`config.mk`:
```
export PLATFORM = sky130hd
export DESIGN_NAME = id_ex_alu_issue_flat
export DESIGN_NICKNAME = d
export VERILOG_FILES = /design/src/rtl/id_ex_alu_issue_pkg.sv /design/src/rtl/id_ex_alu_issue_if.sv /design/src/rtl/id_ex_alu_issue_alu_ctrl_decode.sv /design/src/rtl/id_ex_alu_issue.sv /design/src/flat_wrapper.sv
export SDC_FILE = /design/constraint.sdc
export NUM_CORES = 1
export LEC_CHECK = 0
export BUFFER_PORTS_ARGS = -buffer_cell sky130_fd_sc_hd__buf_4
export CELL_PAD_IN_SITES_DETAIL_PLACEMENT = 0
export CELL_PAD_IN_SITES_GLOBAL_PLACEMENT = 1
export CORE_MARGIN = 4
export CORE_UTILIZATION = 32
export DETAILED_ROUTE_END_ITERATION = 8
export GPL_ROUTABILITY_DRIVEN = 0
export PLACE_DENSITY = 0.78
export SLEW_MARGIN = 10
export SYNTH_ARGS = -nofsm -noshare
export SYNTH_HDL_FRONTEND = slang
export SYNTH_SLANG_ARGS = --single-unit
```
`constraint.sdc`:
```
create_clock -name clk -period 4.5 [get_ports clk]
set_input_delay 1.35 -clock clk [delete_from_list [all_inputs] [get_ports clk]]
set_output_delay 1.35 -clock clk [all_outputs]
set_load 0.03 [all_outputs]
```
`src/rtl/id_ex_alu_issue_pkg.sv`:
```
// Shared ALU control encodings, ALUOp values and R-type funct codes
// for the ID/EX issue stage.
package id_ex_alu_issue_pkg;

    typedef enum logic [3:0] {
        ALU_AND = 4'b0000,
        ALU_OR  = 4'b0001,
        ALU_ADD = 4'b0010,
        ALU_SUB = 4'b0110,
        ALU_SLT = 4'b0111,
        ALU_NOR = 4'b1100,
        ALU_SLL = 4'b1111
    } alu_ctrl_e;

    typedef enum logic [1:0] {
        OP_ADD   = 2'b00,
        OP_SUB   = 2'b01,
        OP_RTYPE = 2'b10,
        OP_OR    = 2'b11
    } alu_op_e;

    localparam logic [5:0] FUNCT_SLL  = 6'b000000;
    localparam logic [5:0] FUNCT_ADD  = 6'b100000;
    localparam logic [5:0] FUNCT_ADDU = 6'b100001;
    localparam logic [5:0] FUNCT_SUB  = 6'b100010;
    localparam logic [5:0] FUNCT_SUBU = 6'b100011;
    localparam logic [5:0] FUNCT_AND  = 6'b100100;
    localparam logic [5:0] FUNCT_OR   = 6'b100101;
    localparam logic [5:0] FUNCT_NOR  = 6'b100111;
    localparam logic [5:0] FUNCT_SLT  = 6'b101010;

endpackage

```
`src/rtl/id_ex_alu_issue_if.sv`:
```
// EX-stage issue bundle: ALU operands/control plus the registered EX
// bookkeeping. The issue stage drives it (master), the EX stage reads it (slave).
interface id_ex_alu_issue_if #(
    parameter int WIDTH = 32
);
    logic [3:0]       alu_control;
    logic [4:0]       alu_shamt;
    logic [WIDTH-1:0] alu_a;
    logic [WIDTH-1:0] alu_b;
    logic [WIDTH-1:0] ex_store_data;
    logic             ex_valid;
    logic [4:0]       ex_dest;
    logic             ex_reg_write;
    logic             ex_ovf_en;
    logic             ex_illegal;

    modport master (
        output alu_control, alu_shamt, alu_a, alu_b, ex_store_data,
               ex_valid, ex_dest, ex_reg_write, ex_ovf_en, ex_illegal
    );

    modport slave (
        input alu_control, alu_shamt, alu_a, alu_b, ex_store_data,
              ex_valid, ex_dest, ex_reg_write, ex_ovf_en, ex_illegal
    );
endinterface

```
`src/rtl/id_ex_alu_issue_alu_ctrl_decode.sv`:
```
// Combinational ALUOp/funct decode into ALU control code, shift amount,
// overflow-trap enable and illegal-funct flag.
module alu_ctrl_decode
    import id_ex_alu_issue_pkg::*;
(
    input  logic [1:0] alu_op,
    input  logic [5:0] funct,
    input  logic [4:0] shamt,
    output alu_ctrl_e  ctrl,
    output logic [4:0] alu_shamt,
    output logic       ovf_en,
    output logic       illegal
);

    always_comb begin
        ctrl      = ALU_ADD;
        alu_shamt = '0;
        ovf_en    = 1'b0;
        illegal   = 1'b0;
        case (alu_op_e'(alu_op))
            OP_ADD: ctrl = ALU_ADD;
            OP_SUB: ctrl = ALU_SUB;
            OP_OR:  ctrl = ALU_OR;
            OP_RTYPE: begin
                case (funct)
                    FUNCT_ADD:  begin ctrl = ALU_ADD; ovf_en = 1'b1; end
                    FUNCT_ADDU: ctrl = ALU_ADD;
                    FUNCT_SUB:  begin ctrl = ALU_SUB; ovf_en = 1'b1; end
                    FUNCT_SUBU: ctrl = ALU_SUB;
                    FUNCT_AND:  ctrl = ALU_AND;
                    FUNCT_OR:   ctrl = ALU_OR;
                    FUNCT_NOR:  ctrl = ALU_NOR;
                    FUNCT_SLT:  ctrl = ALU_SLT;
                    FUNCT_SLL:  begin ctrl = ALU_SLL; alu_shamt = shamt; end
                    default:    begin ctrl = ALU_AND; illegal = 1'b1; end
                endcase
            end
        endcase
    end

endmodule

```
`src/rtl/id_ex_alu_issue.sv`:
```
// ID/EX pipeline register with stall/flush, ALU control decode and
// EX/MEM, MEM/WB operand forwarding onto the ALU issue bundle.
module id_ex_alu_issue
    import id_ex_alu_issue_pkg::*;
#(
    parameter int WIDTH = 32
) (
    input  logic             clk,
    input  logic             rst,
    input  logic             stall,
    input  logic             flush,
    input  logic             id_valid,
    input  logic [1:0]       id_alu_op,
    input  logic [5:0]       id_funct,
    input  logic [4:0]       id_shamt,
    input  logic             id_alu_src,
    input  logic [WIDTH-1:0] id_rs_data,
    input  logic [WIDTH-1:0] id_rt_data,
    input  logic [WIDTH-1:0] id_imm,
    input  logic [4:0]       id_rs,
    input  logic [4:0]       id_rt,
    input  logic [4:0]       id_dest,
    input  logic             id_reg_write,
    input  logic             exmem_reg_write,
    input  logic [4:0]       exmem_dest,
    input  logic [WIDTH-1:0] exmem_result,
    input  logic             memwb_reg_write,
    input  logic [4:0]       memwb_dest,
    input  logic [WIDTH-1:0] memwb_result,
    id_ex_alu_issue_if.master alu
);

    typedef struct packed {
        logic             valid;
        logic             reg_write;
        alu_ctrl_e        ctrl;
        logic [4:0]       shamt;
        logic             ovf_en;
        logic             illegal;
        logic             alu_src;
        logic [WIDTH-1:0] rs_data;
        logic [WIDTH-1:0] rt_data;
        logic [WIDTH-1:0] imm;
        logic [4:0]       rs;
        logic [4:0]       rt;
        logic [4:0]       dest;
    } idex_t;

    localparam idex_t BUBBLE = '{ctrl: ALU_ADD, default: '0};

    alu_ctrl_e        dec_ctrl;
    logic [4:0]       dec_shamt;
    logic             dec_ovf_en;
    logic             dec_illegal;
    idex_t            q;
    idex_t            d;
    logic [WIDTH-1:0] fwd_rs;
    logic [WIDTH-1:0] fwd_rt;

    alu_ctrl_decode u_decode (
        .alu_op    (id_alu_op),
        .funct     (id_funct),
        .shamt     (id_shamt),
        .ctrl      (dec_ctrl),
        .alu_shamt (dec_shamt),
        .ovf_en    (dec_ovf_en),
        .illegal   (dec_illegal)
    );

    always_comb begin
        d = BUBBLE;
        if (id_valid && !flush) begin
            d.valid     = 1'b1;
            d.reg_write = id_reg_write & ~dec_illegal;
            d.ctrl      = dec_ctrl;
            d.shamt     = dec_shamt;
            d.ovf_en    = dec_ovf_en;
            d.illegal   = dec_illegal;
            d.alu_src   = id_alu_src;
            d.rs_data   = id_rs_data;
            d.rt_data   = id_rt_data;
            d.imm       = id_imm;
            d.rs        = id_rs;
            d.rt        = id_rt;
            d.dest      = id_dest;
        end
    end

    // Flush overrides stall: the register is enabled whenever flush is high.
    always_ff @(posedge clk or posedge rst) begin
        if (rst) begin
            q <= BUBBLE;
        end else if (flush || !stall) begin
            q <= d;
        end
    end

    // Forwarding watches the live EX/MEM and MEM/WB ports, so it tracks them during stalls.
    always_comb begin
        fwd_rs = q.rs_data;
        fwd_rt = q.rt_data;
        if (q.rs != '0) begin
            if (exmem_reg_write && exmem_dest == q.rs) fwd_rs = exmem_result;
            else if (memwb_reg_write && memwb_dest == q.rs) fwd_rs = memwb_result;
        end
        if (q.rt != '0) begin
            if (exmem_reg_write && exmem_dest == q.rt) fwd_rt = exmem_result;
            else if (memwb_reg_write && memwb_dest == q.rt) fwd_rt = memwb_result;
        end
    end

    assign alu.alu_control   = q.ctrl;
    assign alu.alu_shamt     = q.shamt;
    assign alu.alu_a         = fwd_rs;
    assign alu.alu_b         = q.alu_src ? q.imm : fwd_rt;
    assign alu.ex_store_data = fwd_rt;
    assign alu.ex_valid      = q.valid;
    assign alu.ex_dest       = q.dest;
    assign alu.ex_reg_write  = q.reg_write;
    assign alu.ex_ovf_en     = q.ovf_en;
    assign alu.ex_illegal    = q.illegal;

endmodule

```
`src/flat_wrapper.sv`:
```
// flat-port wrapper written by rule: the top's interface ports become plain ports
module id_ex_alu_issue_flat import id_ex_alu_issue_pkg::*;
#(
    parameter int WIDTH = 32
)
  (clk, rst, stall, flush, id_valid, id_alu_op, id_funct, id_shamt, id_alu_src, id_rs_data, id_rt_data, id_imm, id_rs, id_rt, id_dest, id_reg_write, exmem_reg_write, exmem_dest, exmem_result, memwb_reg_write, memwb_dest, memwb_result, alu_alu_control, alu_alu_shamt, alu_alu_a, alu_alu_b, alu_ex_store_data, alu_ex_valid, alu_ex_dest, alu_ex_reg_write, alu_ex_ovf_en, alu_ex_illegal);
  id_ex_alu_issue_if #(.WIDTH(WIDTH)) alu_i ();
  input  logic clk;
  input  logic rst;
  input  logic stall;
  input  logic flush;
  input  logic id_valid;
  input  logic [1:0] id_alu_op;
  input  logic [5:0] id_funct;
  input  logic [4:0] id_shamt;
  input  logic id_alu_src;
  input  logic [WIDTH-1:0] id_rs_data;
  input  logic [WIDTH-1:0] id_rt_data;
  input  logic [WIDTH-1:0] id_imm;
  input  logic [4:0] id_rs;
  input  logic [4:0] id_rt;
  input  logic [4:0] id_dest;
  input  logic id_reg_write;
  input  logic exmem_reg_write;
  input  logic [4:0] exmem_dest;
  input  logic [WIDTH-1:0] exmem_result;
  input  logic memwb_reg_write;
  input  logic [4:0] memwb_dest;
  input  logic [WIDTH-1:0] memwb_result;
  output wire logic [$bits(alu_i.alu_control)-1:0] alu_alu_control;
  output wire logic [$bits(alu_i.alu_shamt)-1:0] alu_alu_shamt;
  output wire logic [$bits(alu_i.alu_a)-1:0] alu_alu_a;
  output wire logic [$bits(alu_i.alu_b)-1:0] alu_alu_b;
  output wire logic [$bits(alu_i.ex_store_data)-1:0] alu_ex_store_data;
  output wire logic [$bits(alu_i.ex_valid)-1:0] alu_ex_valid;
  output wire logic [$bits(alu_i.ex_dest)-1:0] alu_ex_dest;
  output wire logic [$bits(alu_i.ex_reg_write)-1:0] alu_ex_reg_write;
  output wire logic [$bits(alu_i.ex_ovf_en)-1:0] alu_ex_ovf_en;
  output wire logic [$bits(alu_i.ex_illegal)-1:0] alu_ex_illegal;
  assign alu_alu_control = alu_i.alu_control;
  assign alu_alu_shamt = alu_i.alu_shamt;
  assign alu_alu_a = alu_i.alu_a;
  assign alu_alu_b = alu_i.alu_b;
  assign alu_ex_store_data = alu_i.ex_store_data;
  assign alu_ex_valid = alu_i.ex_valid;
  assign alu_ex_dest = alu_i.ex_dest;
  assign alu_ex_reg_write = alu_i.ex_reg_write;
  assign alu_ex_ovf_en = alu_i.ex_ovf_en;
  assign alu_ex_illegal = alu_i.ex_illegal;
  id_ex_alu_issue #(.WIDTH(WIDTH)) u_core (.clk(clk), .rst(rst), .stall(stall), .flush(flush), .id_valid(id_valid), .id_alu_op(id_alu_op), .id_funct(id_funct), .id_shamt(id_shamt), .id_alu_src(id_alu_src), .id_rs_data(id_rs_data), .id_rt_data(id_rt_data), .id_imm(id_imm), .id_rs(id_rs), .id_rt(id_rt), .id_dest(id_dest), .id_reg_write(id_reg_write), .exmem_reg_write(exmem_reg_write), .exmem_dest(exmem_dest), .exmem_result(exmem_result), .memwb_reg_write(memwb_reg_write), .memwb_dest(memwb_dest), .memwb_result(memwb_result), .alu(alu_i));
endmodule
```
# == Word level (Yosys, flattened, before mapping) ==
# Cells that the tools add are included.
# classes
n_reduce_logical,16
mux,16
eq_ne,15
bitwise_logic,2
# op_table
operator,count
$mux W32,7
$mux W125,1
$eq A6 B6 Y1 const B,8
$pmux W4 S6,1
$eq A5 B5 Y1,4
$pmux W4 S4,1
$mux W5,2
$reduce_bool A5 Y1,2
$reduce_or A9 Y1,1
$logic_not A6 Y1,1
$reduce_or A2 Y1,3
$logic_and A1 B1 Y1,5
$eq A2 B2 Y1 const B,2
$mux W1,4
$eq A2 B1 Y1 const B,1
$logic_not A1 Y1,2
$logic_not A2 Y1,1
$and A1 B1 Y1,1
$logic_or A1 B1 Y1,1
$not A1 Y1,1
# word_totals
output_inout_bits,114
elab_cells,62
in_bits,207
regBits,125

# == Depth between registers and ports, before layout ==
# logic_depth
depth_word,7
depth_mapped,7
ltp_nobuf,5

# == Cells and area by module ==
# Synthesis repeated with hierarchy kept, for this count alone.
# unflattened
hier_cells,784
area_unflattened_um2,7696.1
# modules_own_cells
module,cells_per_inst,n_inst,area_each_um2,seq_area_each_um2
id_ex_alu_issue,746,1,7469.7,3129.3
alu_ctrl_decode,38,1,226.5,0.0

# == Worst setup path before layout ==
# No wires, ideal clock.
# synth_path
path_type,in2out
from,in exmem_dest[2]
to,out alu_alu_b[30]
stages,6
t_arrival_ps,2855
path_slack_ps,295
required_ps,3150
path_buffers,1
cell_sequence,xnor2_1 nand4_2 nor2_2 buf_6 mux2_1 a221o_1
# synth_between
elab_chain_len,5
# synth_lines
item,line_no,rtl
from (decl),flat_wrapper.sv:25,input logic [4:0] exmem_dest;
$eq A5 B5 Y1,id_ex_alu_issue.sv:107,if (exmem_reg_write && exmem_dest == q.rt) fwd_rt = exmem_result;
$logic_and A1 B1 Y1,id_ex_alu_issue.sv:107,
$mux W32,id_ex_alu_issue.sv:107,
$mux W32,id_ex_alu_issue.sv:106,if (q.rt != '0) begin
$mux W32,id_ex_alu_issue.sv:115,assign alu.alu_b = q.alu_src ? q.imm : fwd_rt;
to (decl),flat_wrapper.sv:33,output wire logic [$bits(alu_i.alu_b)-1:0] alu_alu_b;
# No other way between the ends.

# == Final worst setup path ==
# layout_path
from,in exmem_dest[2]
to,out alu_alu_b[31]
# The elaborated chain is that of the path after synthesis.

==> run metrics <==
core area 0.0235 mm^2; Detailed Place HPWL between 20 and 25 mm; Worst Path Arrival 3.06 ns; critical path data required time 3.15 ns; H-tree Lvls 4; CTS tree yes; synthesized-area fraction occupied by adder cells 0%; antenna viol nets, final 0; XOR/XNOR share of the synthesized area ~2.3%; f_max 227 MHz; fin crit period 4.41 ns; Synth Instances 776; simple logic cell fraction of the synthesized area 12.3%; Syn Area/Cell ~9.8 um^2; final wirelength approximately 30 mm; Ports 321; Max Clock Skew 0 ns; global-route wire length before repair 46.2 mm; number of core rows 56; critical path depth 9; Pwr Total 3.44 mW; register area share after synthesis 41.1%; CP Max Fanout 10; Unique masters post-synth 47; Main synth FF type dfrtp_1; Slew Limit Fails 0; Cell Count, Final, Fillers Out 1390; Post-synth EDFFs 0; clock sinks 125; clock edge transition at the registers on the reported setup and hold paths around 0.06 ns; IO buf count 320; total CTS buffers 17; HP Class flip-flop to flip-flop; outcome complete, no violations; compound-gate portion of the synthesized area 28.9%; via-per-instance ratio 5.39; Clock Latency Late Sink 0.41 ns; largest net degree at the start of global routing 115; unrepaired setup endpoints after global routing false; first-pass detailed-route iteration total 5; VDD IR max roughly 0.20 mV; layout net count 1265; most common cell in the netlist a22o_1; vias in the first global route between 7000 and 8000; mux cell area share after synthesis 6.11%; critical path class primary input to output pin; dominant cells by area after synthesis dfrtp_1 (41%), a22o_1 (17%), mux2_4 (5.5%); final setup violation count 0; die height 162 um; # fillers 2284; Synth area leader dfrtp_1; max-cap violation count 0; Placed Cells 1355; Hold-fix buffers, CTS 0; DRC 0; startpoint types primary input; Mapped Area 0.00762 mm^2; global route overflow 0; Final Hold Fails 0; max_slew headroom 48.5%; die area 0.0263 mm^2; syn nets 983; flops & latches, synth 125; Critical path buffers and inverters 4; Warnings, synthesis 0; worst path cell trace buf_4 -> xnor2_2 -> nand4_2 -> nor2_4 -> buf_12 -> buf_12 -> mux2_2 -> a221o_1 -> buf_4; share of layout cells above drive strength 1 41.0%; antenna violations before repair 1; root buffer cell clkbuf_16; slowest stage delay, CP 0.37 ns; Synth top cells by count a22o_1 (149), dfrtp_1 (124), inv_1 (69), clkbuf_1 (47), nand2_1 (45); Synth top area share between 40% and 50%; synth-to-layout area growth 45.9%; Critical-path top delay cell mux2_2; die width 162 um; clk buf depth 2; CP top delay family buffers and inverters; GRT Total Usage 22.3%; cell depth of the worst hold path 2; leakage 5.39 nW; WL/cell 21.7 um; main combinational cell family by area after synthesis compound AO/OA/AOI/OAI gates; initial core utilization 32.5%; power per cell area 310 mW/mm^2; Reg2Reg Depth 2; initial drt markers 714; via count 7497; Total Negative Setup Slacks 0 ns; Crit. End Element output pin; Slew @ Worst Pin approximately 0.77 ns; asr flop ratio synth 100%; # diodes 0; Final period util 97.9%
-- placed cells by master (no fill, tap or decap), drive strengths merged, types with 2 or more instances in the layout --
cell,n
dfrtp,124
mux2,32
and2,2
nand3,2
clkbuf,20
nand3b,2
nor3,34
a22o,149
a32o,3
a221o,31
xor2,4
buf,355
xnor2,16
o221ai,32
nand2b,32
o21ai,5
inv,70
clkinv,6
nor2,13
nand2,46
nor3b,2
a21oi,34
nand4,36
bufinv,5
-- through the flow --
| stage | util, % | hold WS [ns] | worst slack (ns) | instance area, um^2 |
|---|---|---|---|---|
| after floorplan | - | 0.444 | 0.295 | 7620 |
| after global placement | 44.2 | 0.472 | 0.0356 | 10400 |
| after detailed placement | 44.2 | 0.481 | 0.0270 | 10400 |
| after CTS | 47.0 | 0.488 | 0.0250 | 11000 |
| after global routing | 47.4 | 0.511 | 0.00596 | 11100 |
| final | 47.4 | 0.483 | 0.0937 | 11100 |
-- registers in the layout, indices dropped and copies added (netlist names) --
signal	count
u_core.alu.alu_control	4
u_core.alu.alu_shamt	5
u_core.alu.ex_dest	5
u_core.alu.ex_illegal	1
u_core.alu.ex_ovf_en	1
u_core.alu.ex_reg_write	1
u_core.alu.ex_valid	1
u_core.q	107
-- tightest hold or removal path, delay by kind of cell, from the launching register on --
| kind | cells | cell delay (ns) |
|---|---|---|
| AOI/OAI and AO/OA | 1 | 0.05 |
| buffers and inverters | 1 | 0.05 |
| DFF | 1 | 0.38 |
-- per-layer routing --
metal	wire length, um	global-route usage [%]
met1	13100	30.8
met3	2600	6.62
met2	13900	34.1
met4	487	6.04
met5	13	0
-- where the power goes --
group | internal, mW | switching (mW)
logic | 0.297 | 0.388
registers | 1.16 | 0.0326
clock network | 1.00 | 0.555
total | 2.47 | 0.976
-- final cells by class --
class	count	area, um^2	share of cell area (%)
multi-input combinational	489	3850	34.7
sequential	125	3130	28.2
timing repair buffer	356	2810	25.3
clock buffer	19	443	3.98
tap	319	399	3.59
inverter	69	263	2.36
clock inverter	13	213	1.91
-- timing repair --
action | 4_1_cts | 5_1_grt
endpoints found under the setup margin | 0 | 35
resized for setup | 0 | 6
buffers inserted | 0 | 1
-- path summary, 6_finish.rpt --
check | slack [ns] | start | end
max in group asynchronous | 2.56 | rst | u_core.q[93]$_DFFE_PP0P_
worst min register to register | 0.48 | u_core.alu.alu_control[1]$_DFFE_PP1P_ | u_core.alu.alu_control[1]$_DFFE_PP1P_
worst min-delay path | 0.48 | u_core.alu.alu_control[1]$_DFFE_PP1P_ | u_core.alu.alu_control[1]$_DFFE_PP1P_
worst max register to register | 3.37 | u_core.q[111]$_DFFE_PP0P_ | u_core.q[111]$_DFFE_PP0P_
worst max-delay path | 0.09 | exmem_dest[2] | alu_alu_b[31]
min in group asynchronous | 0.95 | rst | u_core.q[9]$_DFFE_PP0P_
-- logic make-up (layout without fill, tap and decap cells) --
| kind of cell | after synthesis | count (layout) |
|---|---|---|
| and+or+nand+nor | 175 | 175 |
| buffers and inverters | 162 | 457 |
| muxes | 32 | 32 |
| DFF | 125 | 125 |
| AOI/OAI and AO/OA | 262 | 262 |
| xor gates and xnor gates | 20 | 20 |
No activity file was read; power rests on OpenSTA's default activity.
